===== src/rtl/cpu_pkg.sv =====
// Shared CPU definitions: datapath widths, ALU function codes and the
// common data bus (CDB) bundle used by the issue unit, queues and ROB.
package cpu_pkg;

   localparam int TAG_W  = 6;
   localparam int DATA_W = 32;

   localparam logic [5:0] FN_ADD  = 6'h20;
   localparam logic [5:0] FN_ADDU = 6'h21;
   localparam logic [5:0] FN_SUB  = 6'h22;
   localparam logic [5:0] FN_AND  = 6'h24;
   localparam logic [5:0] FN_OR   = 6'h25;
   localparam logic [5:0] FN_XOR  = 6'h26;
   localparam logic [5:0] FN_NOR  = 6'h27;
   localparam logic [5:0] FN_SLT  = 6'h2A;
   localparam logic [5:0] FN_SLTU = 6'h2B;

   typedef struct packed {
      logic [TAG_W-1:0]  tag;
      logic [DATA_W-1:0] data;
      logic              valid;
   } cdb_t;

endpackage


===== src/rtl/issue_mul_pipe.sv =====
// MUL_LAT-stage pipelined multiplier. Stage 1 holds operands and tag,
// stage 2 forms the low DATA_W bits of the unsigned product, later stages
// shift it towards the CDB. The valid bits of the last two stages are
// exported so the parent can keep the ALU out of the multiplier's CDB slot.
module issue_mul_pipe #(
   parameter int MUL_LAT = 4,
   parameter int TAG_W   = 6,
   parameter int DATA_W  = 32
) (
   input  logic              clk,
   input  logic              reset,
   input  logic              in_valid,
   input  logic [TAG_W-1:0]  in_tag,
   input  logic [DATA_W-1:0] in_a,
   input  logic [DATA_W-1:0] in_b,
   output logic              near_v,
   output logic              final_v,
   output logic [TAG_W-1:0]  final_tag,
   output logic [DATA_W-1:0] final_data
);
   import cpu_pkg::*;

   logic [MUL_LAT:1]  mv;
   logic [TAG_W-1:0]  tag_q  [1:MUL_LAT];
   logic [DATA_W-1:0] prod_q [2:MUL_LAT];
   logic [DATA_W-1:0] op_a;
   logic [DATA_W-1:0] op_b;

   // Stage valid shift register; reset drops every in-flight multiply.
   always_ff @(posedge clk) begin
      if (!reset) begin
         mv <= '0;
      end else begin
         mv <= {mv[MUL_LAT-1:1], in_valid};
      end
   end

   // Operand capture, product formation and tag/product shifting.
   always_ff @(posedge clk) begin
      if (!reset) begin
         op_a <= '0;
         op_b <= '0;
         for (int k = 1; k <= MUL_LAT; k++) tag_q[k] <= '0;
         for (int k = 2; k <= MUL_LAT; k++) prod_q[k] <= '0;
      end else begin
         op_a     <= in_a;
         op_b     <= in_b;
         tag_q[1] <= in_tag;
         for (int k = 2; k <= MUL_LAT; k++) tag_q[k] <= tag_q[k-1];
         prod_q[2] <= op_a * op_b;
         for (int k = 3; k <= MUL_LAT; k++) prod_q[k] <= prod_q[k-1];
      end
   end

   assign near_v     = mv[MUL_LAT-1];
   assign final_v    = mv[MUL_LAT];
   assign final_tag  = tag_q[MUL_LAT];
   assign final_data = prod_q[MUL_LAT];

endmodule


===== src/rtl/issue_unit.sv =====
// Issue unit: accepts ready instructions from the integer and multiply
// queues, executes them on a 1-cycle ALU and a pipelined multiplier, and
// drives the single CDB with at most one result per cycle.
module issue_unit #(
   parameter int MUL_LAT = 4,
   parameter int TAG_W   = 6,
   parameter int DATA_W  = 32
) (
   input  logic              clk,
   input  logic              reset,
   input  logic [5:0]        issueint_opcode,
   input  logic [TAG_W-1:0]  issueint_rdtag,
   input  logic [DATA_W-1:0] issueint_rsdata,
   input  logic [DATA_W-1:0] issueint_rtdata,
   input  logic              issueint_ready,
   output logic              issueint_done,
   input  logic [TAG_W-1:0]  issuemul_rdtag,
   input  logic [DATA_W-1:0] issuemul_rsdata,
   input  logic [DATA_W-1:0] issuemul_rtdata,
   input  logic              issuemul_ready,
   output logic              issuemul_done,
   output logic [TAG_W-1:0]  cdb_tag,
   output logic [DATA_W-1:0] cdb_data,
   output logic              cdb_valid
);
   import cpu_pkg::*;

   logic              near_v;
   logic              final_v;
   logic [TAG_W-1:0]  mul_tag;
   logic [DATA_W-1:0] mul_data;
   logic              int_accept;
   logic              mul_accept;
   logic [DATA_W-1:0] alu_result;
   logic              alu_v_r;
   logic [TAG_W-1:0]  alu_tag_r;
   logic [DATA_W-1:0] alu_data_r;

   function automatic logic [DATA_W-1:0] alu_eval(input logic [5:0] op,
                                                  input logic [DATA_W-1:0] a,
                                                  input logic [DATA_W-1:0] b);
      logic [DATA_W-1:0] r;
      r = '0;
      case (op)
         FN_ADD, FN_ADDU: r = a + b;
         FN_SUB:          r = a - b;
         FN_AND:          r = a & b;
         FN_OR:           r = a | b;
         FN_XOR:          r = a ^ b;
         FN_NOR:          r = ~(a | b);
         FN_SLT:          r = {{(DATA_W-1){1'b0}}, ($signed(a) < $signed(b))};
         FN_SLTU:         r = {{(DATA_W-1){1'b0}}, (a < b)};
         default:         r = '0;
      endcase
      return r;
   endfunction

   issue_mul_pipe #(
      .MUL_LAT (MUL_LAT),
      .TAG_W   (TAG_W),
      .DATA_W  (DATA_W)
   ) u_mul (
      .clk        (clk),
      .reset      (reset),
      .in_valid   (mul_accept),
      .in_tag     (issuemul_rdtag),
      .in_a       (issuemul_rsdata),
      .in_b       (issuemul_rtdata),
      .near_v     (near_v),
      .final_v    (final_v),
      .final_tag  (mul_tag),
      .final_data (mul_data)
   );

   // Same-cycle handshakes; the ALU is held off when a multiply will own the next CDB slot.
   always_comb begin
      int_accept = 1'b0;
      mul_accept = 1'b0;
      if (reset) begin
         mul_accept = issuemul_ready;
         int_accept = issueint_ready & ~near_v;
      end else begin
         mul_accept = 1'b0;
         int_accept = 1'b0;
      end
   end

   assign issueint_done = int_accept;
   assign issuemul_done = mul_accept;

   // Combinational ALU evaluation of the presented integer instruction.
   always_comb begin
      alu_result = alu_eval(issueint_opcode, issueint_rsdata, issueint_rtdata);
   end

   // ALU result register; holds zeros whenever no instruction was accepted.
   always_ff @(posedge clk) begin
      if (!reset) begin
         alu_v_r    <= 1'b0;
         alu_tag_r  <= '0;
         alu_data_r <= '0;
      end else begin
         alu_v_r    <= int_accept;
         alu_tag_r  <= int_accept ? issueint_rdtag : '0;
         alu_data_r <= int_accept ? alu_result : '0;
      end
   end

   // CDB mux: multiplier wins if both were ever valid; zeros when idle.
   always_comb begin
      cdb_valid = 1'b0;
      cdb_tag   = '0;
      cdb_data  = '0;
      if (final_v) begin
         cdb_valid = 1'b1;
         cdb_tag   = mul_tag;
         cdb_data  = mul_data;
      end else if (alu_v_r) begin
         cdb_valid = 1'b1;
         cdb_tag   = alu_tag_r;
         cdb_data  = alu_data_r;
      end else begin
         cdb_valid = 1'b0;
         cdb_tag   = '0;
         cdb_data  = '0;
      end
   end

endmodule


===== config.mk =====
export PLATFORM = sky130hd
export DESIGN_NAME = issue_unit
export DESIGN_NICKNAME = d
export VERILOG_FILES = /design/src/rtl/cpu_pkg.sv /design/src/rtl/issue_mul_pipe.sv /design/src/rtl/issue_unit.sv
export SDC_FILE = /design/constraint.sdc
export NUM_CORES = 2
export LEC_CHECK = 0
export ABC_CLOCK_PERIOD_IN_PS = 17900
export CORE_ASPECT_RATIO = 1.4
export CORE_MARGIN = 1
export CORE_UTILIZATION = 45
export DETAILED_ROUTE_END_ITERATION = 7
export PLACE_DENSITY = 0.69
export SLEW_MARGIN = 30
export SYNTH_ARGS = -nofsm -noshare
export SYNTH_HDL_FRONTEND = slang
export SYNTH_HIERARCHICAL = 1
export SYNTH_SLANG_ARGS = --single-unit
export TNS_END_PERCENT = 5

===== constraint.sdc =====
create_clock -name clk -period 17.9 [get_ports clk]
set_input_delay 1.79 -clock clk [delete_from_list [all_inputs] [get_ports clk]]
set_output_delay 1.79 -clock clk [all_outputs]
set_load 0.005 [all_outputs]

==> reports/metrics.yaml <==
outcome: "finished clean"
powerDensity_nw_per_um2: 81.00
cpPeakStageDelay_ps: 920
cts.sink_count: 227
die_h_microns: 293.8
dr.pass1.iters: 5
syn_nets: 3819
setup_viol: 0
num_vias: 20988
async_flop_share_pct: 0
hold_path.class: "register to register"
clockBufferDepth: 3
tritoncts: "done"
ys_ff_latch: 227
worstReg2RegStart: "u_mul/op_b[5]$_SDFF_PN0_"
top_usage_layer: "met2"
cap_viol_max_count: 0
swShare_pct: 40.10
wl_per_cell_microns: 19.69
cts.reportedPaths.clkPinSlew_ps: 60
yosysUniqueCellTypes: 78
r2r_slack_ps: 10510
drc_errors: 0
via_per_inst: 5.331
intPower_mw: 1.494
layout.nets: 3900
dieArea_sq_um: 61800
min_path_cells: 1
ys.flop_type: "dfxtp_1"
combinationalPowerShare_pct: 53.3
yosys_warnings: 6
synthCells: 3026
hold_violations: 0
synth-seq-area-share_pct: 16.61
cts_root_buf: "clkbuf_16"
postCtsSetupBuffers: 0
clkLatencyLatePin_ps: 560
synth_area_sq_um: 27360
cts.repair.resized: 0
p_sw_uw: 1000
reg2reg_to: "u_mul/prod_q[2][31]$_SDFF_PN0_"
crit_chain: "and2_1, fa_1, fa_1, fa_1, inv_1, fa_1, inv_1, fa_1, fa_1, fa_1, fa_1, ha_1, nand2_1, o21ai_0, a311oi_1, o21ai_0, a31oi_2, o21ai_1, nand3_1, a21oi_1, and3b_1"
hpwl_microns: 60240
use_met3_pct: 2.818
grt_pass1_wl_microns: 123000
setup.worst_path.start_class: "register"
skew_ps: 15.10
drive_gt1_share_pct: 3.231
min_period_over_period_pct: 41.28
grt_max_degree: 104
htree_levels: 1
cts_buffers: 25
io_buffers: 190
gr-usage-met2_pct: 49.26
seq_power_share_pct: 24.1
die_x_microns: 210.4
cp_common_cell: "fa_1"
path_class: "register to register"
crit_path_end_kind: "register"
syn2layout_area_growth_pct: 12.53
initial_utilization_pct: 45.64
hold_end: "u_mul/prod_q[4][24]$_SDFF_PN0_"
critPathMaxFanout: 27
grt_util_met1_pct: 27.18
grt-ovfl-total: 0
hold_start: "u_mul/prod_q[3][24]$_SDFF_PN0_"
r2r_cells: 21
tightest_slew_ps: 1027
drtAntennaViolNets: 0
finalPower_mw: 2.494
rsz0062_at_grt: "no"
leakage_nw: 13.85
vdd_drop_max_mv: 0.08542
slew_violations: 0
cts_hold_buf: 0
coreArea_sq_um: 59950
tns_ps: 0
finalCriticalPeriod_ps: 7390
fmax_mhz: 135.3
wl_microns: 77500
slowest_stage: "dfxtp_1"
synth_edf_count: 0
grt_pass1_vias: 22748
crit_family: "adder cells"
worstPathArrival_ps: 7840
num_rows: 106
grtUsageTotal_pct: 25.75
drt_iter0_markers: 907
antenna_found_initial: 0
syn_avg_cell_area_sq_um: 9.042
ios: 191
gp_congestion: 0.9755
slew_headroom_pct: 31.47
critPathRequiredTime_ps: 18350
clkPwrFrac_pct: 22.6
path_buf_inv: 2
nFillCells: 5651
-- power by group through the flow --
stage	clock, mW	combinational, mW	sequential (mW)
6_report	0.564	1.33	0.601
5_1_grt	0.599	1.49	0.607
4_1_cts	0.580	1.33	0.600
3_5_place_dp	0	1.31	0.611
3_3_place_gp	0	1.29	0.610
2_1_floorplan	0	0.972	0.584
-- cell families after synthesis --
kind of cell	share of synthesized area, %
AO/OA/AOI/OAI	10.55
XOR/XNOR	3.201
multiplexers	0.07774
flip-flops	16.61
AND/OR/NAND/NOR	20.41
buffers and inverters	8.497
adder cells (fa/ha/maj)	40.65
-- worst reg2reg max path, stage by stage (launching register included) --
cell and delay (ps):
dfxtp_1 920, and2_1 280, fa_1 440, fa_1 520, fa_1 530, inv_1 50
fa_1 480, inv_1 60, fa_1 480, fa_1 560, fa_1 450, fa_1 450
ha_1 350, nand2_1 80, o21ai_0 410, a311oi_1 200, o21ai_0 220, a31oi_2 80
o21ai_1 260, nand3_1 140, a21oi_1 140, and3b_1 180
-- state kept, by name, indices dropped and copies added (netlist names) --
| signal | cells |
|---|---|
| u_mul/op_b | 32 |
| u_mul/prod_q | 96 |
| u_mul/op_a | 32 |
| u_mul/tag_q | 24 |
| alu_tag_r | 6 |
| u_mul/mv | 4 |
| alu_v_r | 1 |
| alu_data_r | 32 |
-- worst max-delay path by stage --
stage                                   startpoint                              to  slack (ps)  depth (start not counted)
after detailed placement  u_mul/op_b[2]$_SDFF_PN0_  u_mul/prod_q[2][31]$_SDFF_PN0_       10580                         21
final                     u_mul/op_b[5]$_SDFF_PN0_  u_mul/prod_q[2][31]$_SDFF_PN0_       10510                         21
after global placement    u_mul/op_a[8]$_SDFF_PN0_  u_mul/prod_q[2][31]$_SDFF_PN0_       10710                         24
after global routing      u_mul/op_b[5]$_SDFF_PN0_  u_mul/prod_q[2][31]$_SDFF_PN0_       10000                         23
after floorplan           u_mul/op_b[3]$_SDFF_PN0_  u_mul/prod_q[2][31]$_SDFF_PN0_       11210                         25
after CTS                 u_mul/op_b[2]$_SDFF_PN0_  u_mul/prod_q[2][31]$_SDFF_PN0_       10550                         23
-- stage by stage --
step                      area (sq um)  utilization, %  setup WS [ps]  hold slack (ps)  cells
final                            30790           51.36          10510            428.2   3937
after global routing             30790           51.35          10000            438.8   3936
after CTS                        30780           51.35          10550            429.5   3936
after detailed placement         29860           49.81          10580            416.9   3890
after global placement           29860           49.80          10710            413.5   3890
after floorplan                  27360               -          11210            405.4   3026
-- layout make-up --
cell class	instances	area, sq um	area share [%]
timing repair buffer	215	2087	6.779
multi-input combinational	2186	20520	66.65
inverter	452	1697	5.511
clock buffer	35	753.2	2.446
sequential	227	4548	14.77
clock inverter	11	166.4	0.5405
tap	810	1013	3.292
antenna	1	2.502	0.008128
-- cells in the final DEF, fill, tap and decap left out, types with 8 or more instances in the layout --
| cell | n |
|---|---|
| nor3_1 | 15 |
| buf_4 | 26 |
| clkbuf_8 | 9 |
| nor4_1 | 8 |
| clkdlybuf4s50_1 | 189 |
| a22o_1 | 38 |
| a211oi_1 | 10 |
| o21bai_1 | 19 |
| o211ai_1 | 9 |
| inv_1 | 452 |
| o21ai_0 | 60 |
| nand3_1 | 28 |
| fa_1 | 410 |
| xor2_1 | 20 |
| a21oi_1 | 105 |
| nor2b_1 | 15 |
| dfxtp_1 | 224 |
| o31ai_1 | 10 |
| a21o_1 | 25 |
| a221o_1 | 9 |
| xnor2_1 | 80 |
| and2_1 | 559 |
| nand4_1 | 12 |
| a31oi_1 | 13 |
| clkbuf_16 | 25 |
| nand2_1 | 223 |
| o22ai_1 | 15 |
| nor2_1 | 106 |
| ha_1 | 233 |
| nand2b_1 | 15 |
| and3_1 | 9 |
| a221oi_1 | 28 |
-- cells in the mapped netlist, types with 7 or more instances --
master	instances	area (sq um)
nand4_1	12	75.07
a221o_1	9	90.09
fa_1	410	8208
a31oi_1	13	81.33
a221oi_1	28	245.2
a21oi_1	105	525.5
nor2b_1	16	100.1
dfxtp_1	227	4544
nor3_1	16	80.08
a21o_1	25	187.7
and2_1	559	3497
o22ai_1	15	93.84
nand2_1	223	837.1
a22o_1	38	332.8
o31ai_1	10	75.07
o21ai_0	60	300.3
o21bai_1	19	142.6
nand3_1	29	145.1
nand2b_1	15	93.84
xor2_1	20	175.2
nor2_1	108	405.4
xnor2_1	80	700.7
inv_1	452	1697
o211ai_1	9	67.56
nor4_1	8	50.05
ha_1	233	2915
a211oi_1	10	75.07
o21a_1	7	52.55
and3_1	9	56.30
clkbuf_1	153	574.3
-- per-layer routing --
metal  vias to the layer above  part of all wire [%]
met3                       233                   4.7
met5                         -                     0
li1                       9664                     -
met2                       664                    53
met1                     10427                    36
met4                         0                   6.1
(Power assumes the default switching activity.)
